[src/rtl/fetch_unit.sv]
// Instruction fetch stage: PC, single-outstanding imem requests, 2-entry
// instruction queue toward decode, and branch redirect with in-flight discard.
module fetch_unit #(
    parameter logic [31:0] RESET_PC = 32'h0000_0000,
    parameter int          DEPTH    = 2
) (
    input  logic        clk,
    input  logic        reset,
    output logic        imem_req,
    output logic [31:0] imem_addr,
    input  logic        imem_ack,
    input  logic [31:0] imem_data,
    input  logic        Branch_taken,
    input  logic [31:0] Branch_target,
    input  logic        id_ready,
    output logic        id_valid,
    output logic [31:0] Instr,
    output logic [5:0]  Opcode,
    output logic [31:0] PC_out,
    output logic [31:0] PC_plus4
);

    localparam logic [1:0] LP_DEPTH = DEPTH[1:0];

    typedef enum logic {ST_FETCH, ST_DISCARD} state_t;

    state_t      r_state;
    state_t      w_state_next;
    logic [31:0] r_fetch_pc;
    logic [31:0] r_req_addr;
    logic        r_pending;
    logic [1:0]  r_count;
    logic [31:0] r_q_pc    [2];
    logic [31:0] r_q_instr [2];

    logic        w_req;
    logic        w_ack;
    logic        w_pop;
    logic        w_push;
    logic        w_wr_idx;
    logic [31:0] w_target;

    // A raised request is held (r_pending) until acked, so count+outstanding
    // only needs checking when nothing is outstanding.
    assign w_req     = !reset && (r_pending || (r_state == ST_FETCH && r_count < LP_DEPTH));
    assign imem_req  = w_req;
    assign imem_addr = r_pending ? r_req_addr : r_fetch_pc;

    assign w_ack    = imem_ack && w_req;
    assign id_valid = (r_count != 2'd0);
    assign w_pop    = id_valid && id_ready;
    assign w_push   = w_ack && (r_state == ST_FETCH) && !Branch_taken;
    assign w_target = {Branch_target[31:2], 2'b00};
    assign w_wr_idx = (r_count != 2'd0) && !w_pop;

    assign Instr    = r_q_instr[0];
    assign Opcode   = r_q_instr[0][31:26];
    assign PC_out   = r_q_pc[0];
    assign PC_plus4 = r_q_pc[0] + 32'd4;

    always_comb begin
        w_state_next = r_state;
        if (Branch_taken) begin
            w_state_next = (w_req && !imem_ack) ? ST_DISCARD : ST_FETCH;
        end else if (r_state == ST_DISCARD && w_ack) begin
            w_state_next = ST_FETCH;
        end
    end

    always_ff @(posedge clk or posedge reset) begin
        if (reset) begin
            r_state    <= ST_FETCH;
            r_fetch_pc <= RESET_PC;
            r_req_addr <= RESET_PC;
            r_pending  <= 1'b0;
            r_count    <= 2'd0;
        end else begin
            r_state <= w_state_next;
            if (Branch_taken) begin
                // The old request stays on the bus until its ack is swallowed.
                r_fetch_pc <= w_target;
                r_count    <= 2'd0;
                r_pending  <= w_req && !imem_ack;
                r_req_addr <= imem_addr;
            end else begin
                if (w_ack) begin
                    r_pending <= 1'b0;
                end else if (w_req) begin
                    r_pending  <= 1'b1;
                    r_req_addr <= imem_addr;
                end
                if (w_push) begin
                    r_fetch_pc <= r_fetch_pc + 32'd4;
                end
                r_count <= r_count + {1'b0, w_push} - {1'b0, w_pop};
            end
        end
    end

    // Entry 0 is always the head; a pop shifts entry 1 down.
    always_ff @(posedge clk or posedge reset) begin
        if (reset) begin
            for (int i = 0; i < 2; i++) begin
                r_q_pc[i]    <= 32'd0;
                r_q_instr[i] <= 32'd0;
            end
        end else if (!Branch_taken) begin
            if (w_pop) begin
                r_q_pc[0]    <= r_q_pc[1];
                r_q_instr[0] <= r_q_instr[1];
            end
            if (w_push) begin
                r_q_pc[w_wr_idx]    <= imem_addr;
                r_q_instr[w_wr_idx] <= imem_data;
            end
        end
    end

endmodule

[config.mk]
export PLATFORM = sky130hd
export DESIGN_NAME = fetch_unit
export DESIGN_NICKNAME = d
export VERILOG_FILES = /design/src/rtl/fetch_unit.sv
export SDC_FILE = /design/constraint.sdc
export NUM_CORES = 1
export LEC_CHECK = 0
export ABC_CLOCK_PERIOD_IN_PS = 17970
export BUFFER_PORTS_ARGS = -buffer_cell sky130_fd_sc_hd__buf_2
export CORE_MARGIN = 2
export CORE_UTILIZATION = 45
export DETAILED_ROUTE_END_ITERATION = 8
export PLACE_DENSITY_LB_ADDON = 0.12
export SLEW_MARGIN = 40
export SYNTH_ARGS = -nofsm -noshare
export SYNTH_HDL_FRONTEND = slang
export SYNTH_SLANG_ARGS = --single-unit
[constraint.sdc]
create_clock -name clk -period 17.97 [get_ports clk]
set_input_delay 0.8985 -clock clk [delete_from_list [all_inputs] [get_ports clk]]
set_output_delay 0.8985 -clock clk [all_outputs]
set_load 0.01 [all_outputs]
==> results.tsv <==
metric	value	unit
asr flop ratio synth	1.000	
# diodes	0	
Routed WL per cell	17.97	um
status	finished, final reports clean	
Synth area leader	dfrtp_1	
library cells used by synthesis	53	
share of cells above drive strength 1	0.3722	
Top FF cell, synth	dfrtp_1	
RSZ-0062 raised after global routing	no	
1st-pass router iterations	4	
Worst slew margin	0.4688	
Row Count	54	
type of the tightest min-delay check	flop to flop	
CP endpoint kind	output port	
TritonCTS clock tree	built	
Residual DRC	0	
root buf cell	clkbuf_16	
top-count cell post-synth	dfrtp_1	
Max Slew Vio Count	0	
commonest cells in the netlist	dfrtp_1, buf_4, o221a_2	
initial antenna violation count	0	
skew final	0.01211	ns
pwr/cell area	152.6	mW/mm^2
Final period util	0.1842	
synthesized flop and latch total	194	
post-CTS setup buffers	0	
Via density	5.439	
arrival time worst endpoint	2.41	ns
clk slew on worst S/H paths	0.07	ns
number of synthesized flops with an enable pin	0	
placed instance count	1284	
Synth Net Count	990	
Cells after Synth	917	
CTS Buffer Depth	2	
Max Cap Violations	0	
Leak	0.005001	uW
Crit Path Category	flop to output port	
Filler cells	1992	
Fin. Hold Viols	0	
I/O Buffers	202	
Syn Area/Cell	10.81	um^2
gr usage total	0.2037	
Layout Cells excl Fill	1317	
Peak VDD IR	0.00006590	V
CTS buffer count	17	
First DRT Iteration DRCs	372	
yosys warns	0	
Antenna Nets Post-Route	0	
Worst Tran Pin Value	0.7967	ns
Mapped Area	0.009912	mm^2
crit path max fanout	8	
post-synth top area share	0.4898	
Die X	152.4	um
die area	0.02323	mm^2
fmax	302.1	MHz
largest cells by area after synthesis	dfrtp_1, o221a_2, mux2_2	
Post-layout nets	1097	
Seq/Total Area, Yosys	0.4898	
Initial Utilization	0.4570	
GRT overflow	0	
final WL	23660	um
CTS sink count	194	
WP data required	17.07	ns
reg2reg setup slack	15.15	ns
CP startpoint kind	flop	
area of the core	0.02169	mm^2
Finish-stage setup viols	0	
fin crit period	3.310	ns
Die Height	152.4	um
vias	7163	
I/O pins	205	
Syn-to-layout area delta	13.37	%
first-pass GRT wire length	38110	um
GPL Wtd Cong	0.7909	
Clock Latency Late Sink	0.43	ns
pin count of the biggest net entering global routing	142	
post-CTS sizing	0	
vias in the first global route	6790	
Final HPWL DP	15710	um
total negative slack	0	ns
H-tree levels	4	
Hold-fix buffers, CTS	0	
-- layout make-up --
cell class                 count  area [um^2]  share of cell area
tap                          280        350.3             0.03118
clock inverter                13        196.4             0.01748
sequential                   194         4855              0.4320
timing repair buffer         213         1094             0.09732
inverter                      42        170.2             0.01514
multi-input combinational    556         4119              0.3666
clock buffer                  19        452.9             0.04031
-- critical path: stages, from the launching register on --
cell and delay [ns]:
dfrtp_1 0.51, nand4_1 0.27, nor4_4 0.70, nand4_1 0.19, xnor2_1 0.16, buf_2 0.15
-- per-stage QoR --
stage	total power (uW)	utilization	instance area (um^2)	setup slack, ns	hold slack (ns)
2_1_floorplan	1186	-	9912	10.63	0.4588
3_3_place_gp	1293	0.4871	10560	14.41	0.4697
3_5_place_dp	1310	0.4878	10580	14.52	0.4836
4_1_cts	1731	0.5178	11230	14.62	0.4999
5_1_grt	1821	0.5181	11240	14.42	0.5199
6_report	1715	0.5181	11240	14.66	0.4991
-- flip-flops by register name, indices dropped and copies added, names as in the netlist --
| register | count |
|---|---|
| Instr | 32 |
| PC_out | 32 |
| r_count | 2 |
| r_fetch_pc | 30 |
| r_pending | 1 |
| r_q_instr | 32 |
| r_q_pc | 32 |
| r_req_addr | 32 |
| r_state | 1 |
-- path summary, 6_finish.rpt --
| check | start | endpoint | cells after the start |
|---|---|---|---|
| worst max-delay path | PC_out[7]$_DFFE_PP0N_ | PC_plus4[24] | 5 |
| worst min-delay path | r_q_instr[11]$_DFFE_PP0P_ | r_q_instr[11]$_DFFE_PP0P_ | 1 |
| worst min register to register | r_q_instr[11]$_DFFE_PP0P_ | r_q_instr[11]$_DFFE_PP0P_ | 1 |
| max in group asynchronous | reset | r_req_addr[5]$_DFFE_PP0P_ | 3 |
| worst max register to register | r_state$_DFFE_PP0P_ | r_q_instr[20]$_DFFE_PP0P_ | 5 |
| min in group asynchronous | reset | r_fetch_pc[10]$_DFFE_PP0P_ | 2 |
-- cell usage in the layout (no fill, tap or decap), types with 5 or more instances in the layout --
cell       Yosys  routed
mux2i_1       27      27
mux2_2        61      61
buf_4         78      11
a21boi_0       6       6
nand2_1       63      63
inv_1         42      41
clkbuf_16      0      17
dfrtp_1      194     194
nor2_1        59      58
buf_2         17     202
o31ai_1       16      16
o221a_2       64      64
and4_1         8       7
a31oi_1       20      20
o21ai_0        9       9
nand4_1       21      21
xor2_1        10      10
or4_1         20      20
nand3_1       29      28
and3_1         9       9
xnor2_1       25      25
nand2b_1      35      35
a21oi_1       32      32
and2_1         5       5
-- routing by layer --
metal | routed length, um | share of wire | track usage | vias to the layer above
li1 | - | - | - | 3445
met1 | 11880 | 0.50 | 0.3070 | 3517
met2 | 10360 | 0.44 | 0.3063 | 189
met3 | 1213 | 0.051 | 0.04067 | 12
met4 | 214 | 0.0090 | 0.04321 | 0
met5 | 0 | 0 | 0 | -
-- logic make-up (layout without fill, tap and decap cells) --
family	Yosys count	in the layout	share of synthesized area
simple gates	267	267	0.1431
flops	194	194	0.4898
buf+inv	167	287	0.09846
compound gates	158	158	0.1315
mux	92	92	0.1011
xor+xnor	35	35	0.03093
fa+ha+maj	4	4	0.005049
-- where the power goes --
group | internal (uW) | switching (uW) | total (uW)
Sequential | 588 | 134 | 722
Combinational | 292 | 282 | 573
Clock | 243 | 176 | 419
No activity file was read; power rests on OpenSTA's default activity.
